### config.mk
export PLATFORM = sky130hd
export DESIGN_NAME = tensor_core_register_file_drain
export DESIGN_NICKNAME = d
export VERILOG_FILES = /design/src/rtl/tensor_core_register_file_drain_pkg.sv /design/src/rtl/tensor_core_register_file_drain.sv
export SDC_FILE = /design/constraint.sdc
export NUM_CORES = 1
export LEC_CHECK = 0
export ABC_AREA = 1
export BUFFER_PORTS_ARGS = -buffer_cell sky130_fd_sc_hd__buf_2
export CORE_MARGIN = 4
export CORE_UTILIZATION = 55
export CTS_CLUSTER_DIAMETER = 60
export CTS_CLUSTER_SIZE = 8
export DETAILED_ROUTE_END_ITERATION = 6
export PLACE_DENSITY = 0.92
export SLEW_MARGIN = 15
export SYNTH_ARGS = -nofsm -noshare
export SYNTH_HDL_FRONTEND = slang
export SYNTH_SLANG_ARGS = --single-unit
export TNS_END_PERCENT = 5
### constraint.sdc
create_clock -name clock_in -period 2.39 [get_ports clock_in]
set_clock_uncertainty 0.05 [all_clocks]
set_input_delay 0.478 -clock clock_in [delete_from_list [all_inputs] [get_ports clock_in]]
set_output_delay 0.478 -clock clock_in [all_outputs]
set_load 0.01 [all_outputs]
### src/rtl/tensor_core_register_file_drain_pkg.sv
// Shared tensor core definitions: element type, register file geometry and drain enums.
package tensor_core_pkg;

  localparam int unsigned DATA_WIDTH      = 8;
  localparam int unsigned MATRIX_DIM      = 3;
  localparam int unsigned NUM_MATRICES    = 2;
  localparam int unsigned MATRIX_ELEMENTS = MATRIX_DIM * MATRIX_DIM;
  localparam int unsigned NUM_ELEMENTS    = NUM_MATRICES * MATRIX_ELEMENTS;
  localparam int unsigned ADDR_WIDTH      = 5;

  typedef logic signed [DATA_WIDTH-1:0] element_t;

  typedef enum logic [1:0] {
    DRAIN_M0   = 2'd0,
    DRAIN_M1   = 2'd1,
    DRAIN_BOTH = 2'd2
  } drain_mode_e;

  localparam logic [1:0] DRAIN_ILLEGAL = 2'd3;

  typedef enum logic [1:0] {
    IDLE,
    STREAM,
    DONE
  } drain_state_e;

endpackage

### src/rtl/tensor_core_register_file_drain.sv
// Snapshots the register file's bulk read bus on start, then streams the selected
// elements row-major over a valid/ready interface with registered outputs.
module tensor_core_register_file_drain
  import tensor_core_pkg::*;
(
  input  logic                  clock_in,
  input  logic                  reset_n_in,
  input  logic                  start_in,
  input  logic [1:0]            mode_in,
  input  logic [NUM_MATRICES-1:0][MATRIX_DIM-1:0][MATRIX_DIM-1:0][DATA_WIDTH-1:0] bulk_read_data_in,
  output logic [DATA_WIDTH-1:0] data_out,
  output logic [ADDR_WIDTH-1:0] index_out,
  output logic                  valid_out,
  input  logic                  ready_in,
  output logic                  last_out,
  output logic                  busy_out,
  output logic                  done_out,
  output logic                  error_out
);

  localparam logic [ADDR_WIDTH-1:0] M1_FIRST = ADDR_WIDTH'(MATRIX_ELEMENTS);
  localparam logic [ADDR_WIDTH-1:0] M0_LAST  = ADDR_WIDTH'(MATRIX_ELEMENTS - 1);
  localparam logic [ADDR_WIDTH-1:0] ALL_LAST = ADDR_WIDTH'(NUM_ELEMENTS - 1);

  drain_state_e          state;
  element_t              buffer [NUM_ELEMENTS];
  logic [ADDR_WIDTH-1:0] end_index;
  logic [ADDR_WIDTH-1:0] next_index;
  logic [NUM_ELEMENTS*DATA_WIDTH-1:0] bulk_flat;
  element_t              first_element;

  // Packed [n][i][j] flattens so element n*9+i*3+j sits at bit offset (n*9+i*3+j)*DATA_WIDTH.
  assign bulk_flat  = bulk_read_data_in;
  assign next_index = index_out + 1'b1;

  always_comb begin
    first_element = element_t'(bulk_flat[DATA_WIDTH-1:0]);
    if (mode_in == DRAIN_M1) begin
      first_element = element_t'(bulk_flat[MATRIX_ELEMENTS*DATA_WIDTH +: DATA_WIDTH]);
    end
  end

  always_ff @(posedge clock_in or negedge reset_n_in) begin
    if (!reset_n_in) begin
      state     <= IDLE;
      index_out <= '0;
      end_index <= '0;
      data_out  <= '0;
      valid_out <= 1'b0;
      last_out  <= 1'b0;
      busy_out  <= 1'b0;
      done_out  <= 1'b0;
      error_out <= 1'b0;
      for (int unsigned k = 0; k < NUM_ELEMENTS; k++) begin
        buffer[k[ADDR_WIDTH-1:0]] <= '0;
      end
    end else begin
      done_out  <= 1'b0;
      error_out <= 1'b0;
      case (state)
        IDLE: begin
          if (start_in) begin
            if (mode_in == DRAIN_ILLEGAL) begin
              error_out <= 1'b1;
            end else begin
              for (int unsigned k = 0; k < NUM_ELEMENTS; k++) begin
                buffer[k[ADDR_WIDTH-1:0]] <= element_t'(bulk_flat[k*DATA_WIDTH +: DATA_WIDTH]);
              end
              // First beat comes straight from the bus so it is valid the cycle after start.
              index_out <= (mode_in == DRAIN_M1) ? M1_FIRST : '0;
              end_index <= (mode_in == DRAIN_M0) ? M0_LAST : ALL_LAST;
              data_out  <= first_element;
              valid_out <= 1'b1;
              last_out  <= 1'b0;
              busy_out  <= 1'b1;
              state     <= STREAM;
            end
          end
        end
        STREAM: begin
          if (ready_in) begin
            if (last_out) begin
              valid_out <= 1'b0;
              last_out  <= 1'b0;
              done_out  <= 1'b1;
              state     <= DONE;
            end else begin
              index_out <= next_index;
              data_out  <= buffer[next_index];
              last_out  <= (next_index == end_index);
            end
          end
        end
        DONE: begin
          busy_out <= 1'b0;
          state    <= IDLE;
        end
        default: begin
          state <= IDLE;
        end
      endcase
    end
  end

endmodule

==> metrics.txt, run 1 <==
Post-synth EDFFs 0; CTS root buf clkbuf_16; GRT Util Overall 27.75%; Die Y 129.2 um; post-DP HPWL 16360 um; total die area 0.01668 mm^2; layout cells sized above 1 18.08%; Clock transition at path regs 0.06 ns; synth cell count leaders 419 x nand2_1, 166 x dfrtp_1, 132 x inv_1; max_cap viols 0; Final Max Slew Viols 0; worst-path maximum fanout 33; period utilization 85.32%; DP Area 0.009165 mm^2; largest net degree at the start of global routing 115; #FFs+latches synth 166; H-tree Lvls 4; sequential-to-total area share from yosys stat 51.45%; VDD IR-drop max 0.7475 mV; Core ar. 0.01448 mm^2; deepest clock path buffer count 2; crit path kind register to register; Worst-Margin Slew 0.6403 ns; Final nets 1389; Hold Slack 0.01081 ns; sum of negative setup slack 0 ns; top cell type's share of synthesized area 51.45%; Final Power 13.99 mW; Synth warnings 0; CTS tree built; Final Hold Fails 0; outcome complete, no violations; min cycle time layout 2.039 ns; Post-CTS Setup Bufs 0; Post-Syn Area 0.008074 mm^2; CP Launch Type register; Mapped Avg Cell Area 7.414 um^2; vias in the first global route 7455; RSZ-0062 raised after global routing false; area leader, netlist dfrtp_1; max_slew headroom 57.32%; largest cells by area after synthesis dfrtp_1 51%, nand2_1 19%, o21ai_0 8.1%, inv_1 6.1%, nand3_1 5.5%; I/O Pins 168; CP required 2.66 ns; top_reg_cell synth dfrtp_1; Final setup viols 0; post-synthesis net count 1240; first-pass GRT wire length 36260 um; number of nets with antenna violations after routing 0; Layout Cells excl Fill 1434; FF/Latch Area 0.004158 mm^2; CP endpoint kind register; Worst-Skew Late Latency 0.43 ns; starting density of the core 55.76%; initial antenna violation count 0; quantity of I/O buffers inserted on ports 167; Die Width 129.2 um; Yosys cell types 26; Fillers 1195; Syn-to-layout area delta 20.70%; Vias/cell 5.374; power per cell area 1435 mW/mm^2; FF-to-FF path depth 12; Post-synth ARST share 100.0%; GRT overflow 0; drt first pass iters 6; CTS buffer count 17; flop-to-flop setup slack 0.35 ns; WL final 22650 um; vias 7707; cts repair resizes 0; Crit Reg-Reg Endpoint data_out[7]; Initial DRC Count 874; Max Freq 490.4 MHz; worst flop-to-flop path startpoint index_out[0]; Finished Cell Area 0.009746 mm^2; HP Class input port to async pin; Final Wtd Congestion 0.9544; DRC viols 0; Inst Count DP 1403; Cell Rows 44; wire per inst 15.79 um; critical path arrival 2.31 ns; footprint of the multi-input gates 0.003177 mm^2; # diodes 0; Cells after Synth 1089; leakage 5.109 nW; cts hold-fix bufs 0; most frequent cell after synthesis nand2_1; CTS Sinks 166
==> stage by stage <==
step	util [%]	setup slack (ns)
floorplan	-	0.4337
global placement	63.30	0.4957
detailed placement	63.30	0.4410
CTS	67.31	0.4070
global route	67.31	0.2484
finish	67.31	0.3509
==> placed cells by master (no fill, tap or decap), drive strengths merged <==
cell and instances:
xor2 4, o21a 1, a21oi 17, a22oi 1, nand3b 1, nor2 38, dfrtp 166, nand2 419
clkinv 7, o211ai 7, nand3 90, nand4 8, nor4 1, inv 132, buf 191, clkbuf 21
clkinvlp 2, o22ai 1, o21ai 133, bufinv 3, xnor2 2, nor3 4, ha 1
==> worst max-delay path: stages, from the launching register on <==
cell and delay [ns]:
dfrtp_4 0.50, ha_1 0.34, inv_1 0.06, buf_4 0.34, nor2_1 0.12, nand2_1 0.09
nand3_1 0.06, nand3_1 0.09, nand2_1 0.06, nand2_1 0.06, nand2_1 0.06, nand2_1 0.06
nand2_1 0.04
==> registers in the layout (all words and copies together) (netlist names), 2 cells and up <==
name / flops
end_index: 2
buffer: 144
data_out: 8
index_out: 5
state: 2
==> metal layers <==
metal	vias to the layer above	track usage, %	wire length [um]
met1	3606	37.39	9246
met2	360	43.66	10570
met5	-	0	0
met4	0	13.59	997
li1	3675	-	-
met3	66	5.070	1831
==> logic make-up after synthesis <==
logic type | share of synthesized area (%)
compound gates | 10.21
xor+xnor | 0.9299
buf+inv | 9.298
fa+ha+maj | 0.1549
flops | 51.45
simple gates | 27.96
==> area by class of cell <==
type | instances | share of cell area [%]
flip-flops and latches | 166 | 42.66
repair buffers | 191 | 11.26
clock buffers | 21 | 4.622
inverters | 134 | 5.161
well taps | 184 | 2.362
multi-input cells | 728 | 32.60
clock inverters | 10 | 1.335
==> worst max path at each step <==
stage,endpoint,slack [ns],cells after the start,from
after floorplan,data_out[2],0.43,13,index_out[0]
after global placement,buffer[131],0.50,8,mode_in[0]
after detailed placement,data_out[2],0.44,12,index_out[0]
after CTS,data_out[7],0.41,12,index_out[0]
after global routing,data_out[7],0.25,12,index_out[0]
final,data_out[7],0.35,12,index_out[0]
==> power by group <==
group	internal [mW]	leakage, nW	switching, mW
Sequential	4.20	2.02	0.566
Combinational	2.23	2.80	4.24
Clock	1.66	0.282	1.10
(Power assumes the default switching activity.)
==> inputs of run 2 (changes only) <==
--- a/config.mk
+++ b/config.mk
@@ -5,7 +5,6 @@
 export SDC_FILE = /design/constraint.sdc
 export NUM_CORES = 1
 export LEC_CHECK = 0
-export ABC_AREA = 1
 export BUFFER_PORTS_ARGS = -buffer_cell sky130_fd_sc_hd__buf_2
 export CORE_MARGIN = 4
 export CORE_UTILIZATION = 55
==> metrics.txt, run 2 <==
CP required 2.67 ns (was 2.66 ns); # diodes 0 (unchanged); Initial DRC Count 558 (was 874); Clock transition at path regs 0.07 ns (was 0.06 ns); DRC viols 1 (was 0); top cell type's share of synthesized area 52.93% (was 51.45%); FF-to-FF path depth 6 (was 12); min cycle time layout 2.235 ns (was 2.039 ns); largest net degree at the start of global routing 54 (was 115); CTS root buf clkbuf_16 (unchanged); Cell Rows 43 (was 44); Final Max Slew Viols 0 (unchanged); Mapped Avg Cell Area 14.51 um^2 (was 7.414 um^2); WL final 20980 um (was 22650 um); Hold Path Stages 2; Die Y 127.5 um (was 129.2 um); GRT Util Overall 26.66% (was 27.75%); hold_sp bulk_read_data_in[109]; Worst-Skew Late Latency 0.43 ns (about the same); Post-Syn Area 0.007848 mm^2 (was 0.008074 mm^2); area leader, netlist dfrtp_1 (unchanged); post-synthesis net count 692 (was 1240); final core occ 68.38% (was 67.31%); footprint of the multi-input gates 0.003475 mm^2 (was 0.003177 mm^2); Worst-Margin Slew 0.6573 ns (was 0.6403 ns); Die Width 127.5 um (was 129.2 um); Post-synth EDFFs 0 (unchanged); most frequent cells in the layout 166 x buf_2, 165 x mux2_2, 165 x dfrtp_1 (was 419 x nand2_1, 166 x buf_2, 165 x dfrtp_1); sequential-to-total area share from yosys stat 52.93% (was 51.45%); Inst Count DP 870 (was 1403); most frequent cell after synthesis dfrtp_1 (was nand2_1); setup ws final 0.1548 ns (was 0.3509 ns); initial antenna violation count 0 (unchanged); max_cap viols 0 (unchanged); vias in the first global route 6049 (was 7455); CP Launch Type register (unchanged); starting density of the core 56.32% (was 55.76%); H-tree Lvls 4 (unchanged); HP Class input port to register (was input port to async pin); Worst Path Buf+Inv 1 (was 2); worst-path maximum fanout 26 (was 33); Top delay family on crit path simple AND/OR/NAND/NOR gates (unchanged); most common cell after layout, fill and taps aside buf_2 (was nand2_1); max FFs per register 144 (unchanged); Psw 4.571 mW (was 5.910 mW); slowest cell on the critical path or4_1 (was dfrtp_4); first-pass GRT wire length 32750 um (was 36260 um); power per cell area 1434 mW/mm^2 (was 1435 mW/mm^2); I/O Pins 168 (unchanged); failing checks design-rule violations; flop-to-flop setup slack 0.15 ns (was 0.35 ns); Post-synth ARST share 100.0% (unchanged); drt first pass iters 7 (was 6); number of nets with antenna violations after routing 0 (unchanged); Finished Cell Area 0.009529 mm^2 (was 0.009746 mm^2); Core ar. 0.01393 mm^2 (was 0.01448 mm^2); period utilization 93.52% (was 85.32%); Fillers 885 (was 1195); deepest clock path buffer count 2 (unchanged); Crit Reg-Reg Endpoint data_out[2] (was data_out[7]); Final setup viols 0 (unchanged); Syn-to-layout area delta 21.43% (was 20.70%); Synth warnings 0 (unchanged); Cells after Synth 541 (was 1089); Yosys cell types 43 (was 26); CTS buffer count 17 (unchanged); leakage 4.379 nW (was 5.109 nW); worst flop-to-flop path startpoint index_out[0] (unchanged); Clk network pwr share 20.3% (was 19.7%); Max stage delay on crit path 0.58 ns (was 0.50 ns); Final nets 861 (was 1389); DP Area 0.008907 mm^2 (was 0.009165 mm^2); outcome complete, but fails checks (was complete, no violations); Int Pwr 9.092 mW (was 8.079 mW); Worst Hold Endpoint buffer[37]; CTS Sinks 166 (unchanged); Comb pwr share 42.2% (was 46.3%); FF/Latch Area 0.004155 mm^2 (was 0.004158 mm^2); synth cell count leaders 166 x dfrtp_1, 165 x mux2_2, 30 x nor2_1 (was 419 x nand2_1, 166 x dfrtp_1, 132 x inv_1); ordered cell list for the critical path ha_2 -> buf_12 -> or4_1 -> o41ai_4 -> a22oi_1 -> a31oi_1 (was ha_1 -> inv_1 -> buf_4 -> nor2_1 -> nand2_1 -> nand3_1 -> nand3_1 -> nand2_1 -> nand2_1 -> nand2_1 -> nand2_1 -> nand2_1); switch share 33.46% (was 42.25%); critical path arrival 2.51 ns (was 2.31 ns); post-DP HPWL 14700 um (was 16360 um); Final Hold Fails 0 (unchanged); Hold Slack 0.2267 ns (was 0.01081 ns); #FFs+latches synth 166 (unchanged); CP endpoint kind register (unchanged); Sequential Power Share 37.5% (was 34.0%); VDD IR-drop max 0.7499 mV (was 0.7475 mV); Vias/cell 6.079 (was 5.374); vias 5489 (was 7707); quantity of I/O buffers inserted on ports 167 (unchanged); RSZ-0062 raised after global routing false (unchanged); CTS tree built (unchanged); Max Freq 447.4 MHz (was 490.4 MHz); sum of negative setup slack 0 ns (unchanged); Final Wtd Congestion 0.9510 (was 0.9544); max_slew headroom 55.91% (was 57.32%); GRT overflow 0 (unchanged); Final Power 13.66 mW (was 13.99 mW); Setup WS pre-CTS 0.1649 ns (was 0.4410 ns); crit path kind register to register (unchanged); wire per inst 23.23 um (was 15.79 um); largest cells by area after synthesis dfrtp_1 53%, mux2_2 24%, mux4_1 6.4%, mux4_2 3.7%, nor2_1 1.4% (was dfrtp_1 51%, nand2_1 19%, o21ai_0 8.1%, inv_1 6.1%, nand3_1 5.5%); total die area 0.01624 mm^2 (was 0.01668 mm^2); Layout Cells excl Fill 903 (was 1434); layout cells sized above 1 55.60% (was 18.08%); top_reg_cell synth dfrtp_1 (unchanged)
==> run 2: cell types whose count changed after synthesis, sizes merged, moves of 11 or more <==
cell	change
inv	-129
mux2	+165
clkbuf	-36
mux4	+32
nand2	-393
buf	+11
a21oi	-11
nand3	-88
o21ai	-128
==> run 2: worst max-delay path by stage <==
stage / from / to / slack [ns] / cells after the start
2_1_floorplan: index_out[1] / data_out[1] / 0.30 / 7
3_3_place_gp: index_out[0] / data_out[2] / 0.29 / 6
3_5_place_dp: index_out[0] / data_out[2] / 0.16 / 5
4_1_cts: index_out[0] / data_out[7] / 0.12 / 5
5_1_grt: index_out[0] / data_out[6] / 0.08 / 6
6_report: index_out[0] / data_out[2] / 0.15 / 6
==> run 2: cell families after synthesis <==
group	Yosys count	share of synthesized area [%]
buffers and inverters	39	3.061
DFF	166	52.93
and+or+nand+nor	81	4.672
muxes	199	34.02
adders and majority gates	1	0.1594
AOI/OAI and AO/OA	50	4.496
xor gates and xnor gates	5	0.6537
==> run 2: power by group through the flow <==
stage	clock network, mW	logic, mW	registers [mW]
final	2.78	5.76	5.12
after detailed placement	0	5.57	5.10
after global placement	0	5.30	4.96
after CTS	2.80	5.71	5.10
after floorplan	0	4.25	4.75
after global routing	2.92	6.12	5.27
==> run 2: metal layers <==
layer / wire, um / vias up / global-route usage, %
met4: 924 / 0 / 12.68
li1: - / 2351 / -
met5: 0 / - / 0
met2: 10760 / 278 / 45.00
met1: 7812 / 2772 / 33.28
met3: 1483 / 88 / 5.059
==> run 2: what timing repair did <==
item | CTS | global route
buffers inserted | 0 | 0
endpoints found under the hold margin | 48 | 0
setup endpoints to repair | 0 | 1
hold buffers | 1 | 0
gates resized for setup | 0 | 1
==> run 2: final cells by class <==
class	instances	area share, %
clock buffer	20	4.687
sequential	166	43.61
tap	180	2.363
timing repair buffer	186	11.15
inverter	3	0.1182
multi-input combinational	336	36.46
clock inverter	12	1.615
==> inputs of run 3 (changes only) <==
==> constraint.sdc (replaced) <==
create_clock -name clock_in -period 2.75 [get_ports clock_in]
set_clock_uncertainty 0.05 [all_clocks]
set_input_delay 0.55 -clock clock_in [delete_from_list [all_inputs] [get_ports clock_in]]
set_output_delay 0.55 -clock clock_in [all_outputs]
set_load 0.05 [all_outputs]
==> metrics.txt, run 3 (synthesis results as in run 2) <==
vias in the first global route 5771 (was 6049); # diodes 0 (unchanged); VDD IR-drop max 0.6720 mV (was 0.7499 mV); RSZ-0062 raised after global routing false (unchanged); GRT Util Overall 25.36% (was 26.66%); Cell Rows 43 (unchanged); Setup WS pre-CTS 0.3607 ns (was 0.1649 ns); drt first pass iters 4 (was 7); outcome complete, no violations (was complete, but fails checks); DP Area 0.008877 mm^2 (was 0.008907 mm^2); WL final 19910 um (was 20980 um); Sequential Power Share 36.9% (was 37.5%); Final nets 856 (was 861); CP endpoint kind register (unchanged); worst-path maximum fanout 26 (unchanged); Vias/cell 5.942 (was 6.079); Hold Slack 0.05608 ns (was 0.2267 ns); I/O Pins 168 (unchanged); period utilization 87.57% (was 93.52%); Clk network pwr share 20.4% (was 20.3%); most frequent cells in the layout 166 x buf_2, 165 x mux2_2, 165 x dfrtp_1 (unchanged); final core occ 68.12% (was 68.38%); Initial DRC Count 390 (was 558); Comb pwr share 42.7% (was 42.2%); CTS Sinks 166 (unchanged); Int Pwr 7.867 mW (was 9.092 mW); Final setup viols 0 (unchanged); Max Freq 415.2 MHz (was 447.4 MHz); Die Width 127.5 um (unchanged); CTS root buf clkbuf_16 (unchanged); CTS tree built (unchanged); Final Power 12.08 mW (was 13.66 mW); most common cell after layout, fill and taps aside buf_2 (unchanged); quantity of I/O buffers inserted on ports 167 (unchanged); Layout Cells excl Fill 898 (was 903); crit path kind register to register (unchanged); starting density of the core 56.32% (unchanged); Worst-Margin Slew 0.7748 ns (was 0.6573 ns); setup ws final 0.3418 ns (was 0.1548 ns); Final Max Slew Viols 0 (unchanged); Final Wtd Congestion 0.8481 (was 0.9510); CP Launch Type register (unchanged); max FFs per register 144 (unchanged); Fillers 913 (was 885); leakage 4.359 nW (was 4.379 nW); power per cell area 1273 mW/mm^2 (was 1434 mW/mm^2); CTS buffer count 17 (unchanged); switch share 34.88% (was 33.46%); number of nets with antenna violations after routing 0 (unchanged); Inst Count DP 866 (was 870); DRC viols 0 (was 1); min cycle time layout 2.408 ns (was 2.235 ns); Core ar. 0.01393 mm^2 (unchanged); deepest clock path buffer count 2 (unchanged); total die area 0.01624 mm^2 (unchanged); Worst-Skew Late Latency 0.44 ns (was 0.43 ns); cts hold-fix bufs 0 (was 1); post-DP HPWL 14560 um (was 14700 um); CP required 3.04 ns (was 2.67 ns); cts repair resizes 0 (unchanged); Finished Cell Area 0.009493 mm^2 (was 0.009529 mm^2); Final Hold Fails 0 (unchanged); Syn-to-layout area delta 20.97% (was 21.43%); critical path arrival 2.70 ns (was 2.51 ns); Die Y 127.5 um (unchanged); HP Class input port to async pin (was input port to register); max_cap viols 0 (unchanged); Psw 4.214 mW (was 4.571 mW); initial antenna violation count 0 (unchanged); max_slew headroom 47.78% (was 55.91%); GRT overflow 0 (unchanged); first-pass GRT wire length 31370 um (was 32750 um); Post-CTS Setup Bufs 0 (unchanged); H-tree Lvls 4 (unchanged); largest net degree at the start of global routing 65 (was 54); Clock transition at path regs 0.06 ns (was 0.07 ns); layout cells sized above 1 55.71% (was 55.60%); wire per inst 22.17 um (was 23.23 um); sum of negative setup slack 0 ns (unchanged); vias 5336 (was 5489)
## run 3: power by group through the flow
stage	Clock, mW	Sequential (mW)	Combinational (mW)
2_1_floorplan	0	4.48	3.69
3_5_place_dp	0	4.47	5.10
6_report	2.47	4.46	5.15
5_1_grt	2.59	4.59	5.51
4_1_cts	2.48	4.45	5.18
3_3_place_gp	0	4.38	4.88
## run 3: layout make-up
type	count	area, um^2	area share [%]
Multi-Input combinational cell	336	3463	36.48
Clock buffer	18	439.2	4.626
Sequential cell	166	4155	43.77
Inverter	3	11.26	0.1186
Clock inverter	14	176.4	1.858
Tap cell	180	225.2	2.372
Timing Repair Buffer	181	1022	10.77
## run 3: layer usage
layer  track usage [%]  routed length [um]  part of all wire, %
met5                 0                   0                    0
met4             10.03                 572                  2.9
met3             5.393                1284                  6.4
met2             42.40               10260                   52
met1             32.55                7792                   39
## run 3: critical path, stage by stage, from the launching register on
cell and delay, ns:
dfrtp_2 0.41, ha_2 0.43, buf_12 0.23, o41ai_2 0.74, a22oi_1 0.21, a31oi_1 0.23
## run 3: worst paths after layout
kind	startpoint	endpoint	slack (ns)	cells after the start
max	index_out[0]	data_out[0]	0.34	5
min	reset_n_in	buffer[109]	0.06	1
min reg2reg	buffer[78]	buffer[78]	0.45	1
max reg2reg	index_out[0]	data_out[0]	0.34	5
min in group clock_in	bulk_read_data_in[11]	buffer[131]	0.29	2
max in group asynchronous	reset_n_in	state[0]	1.87	2
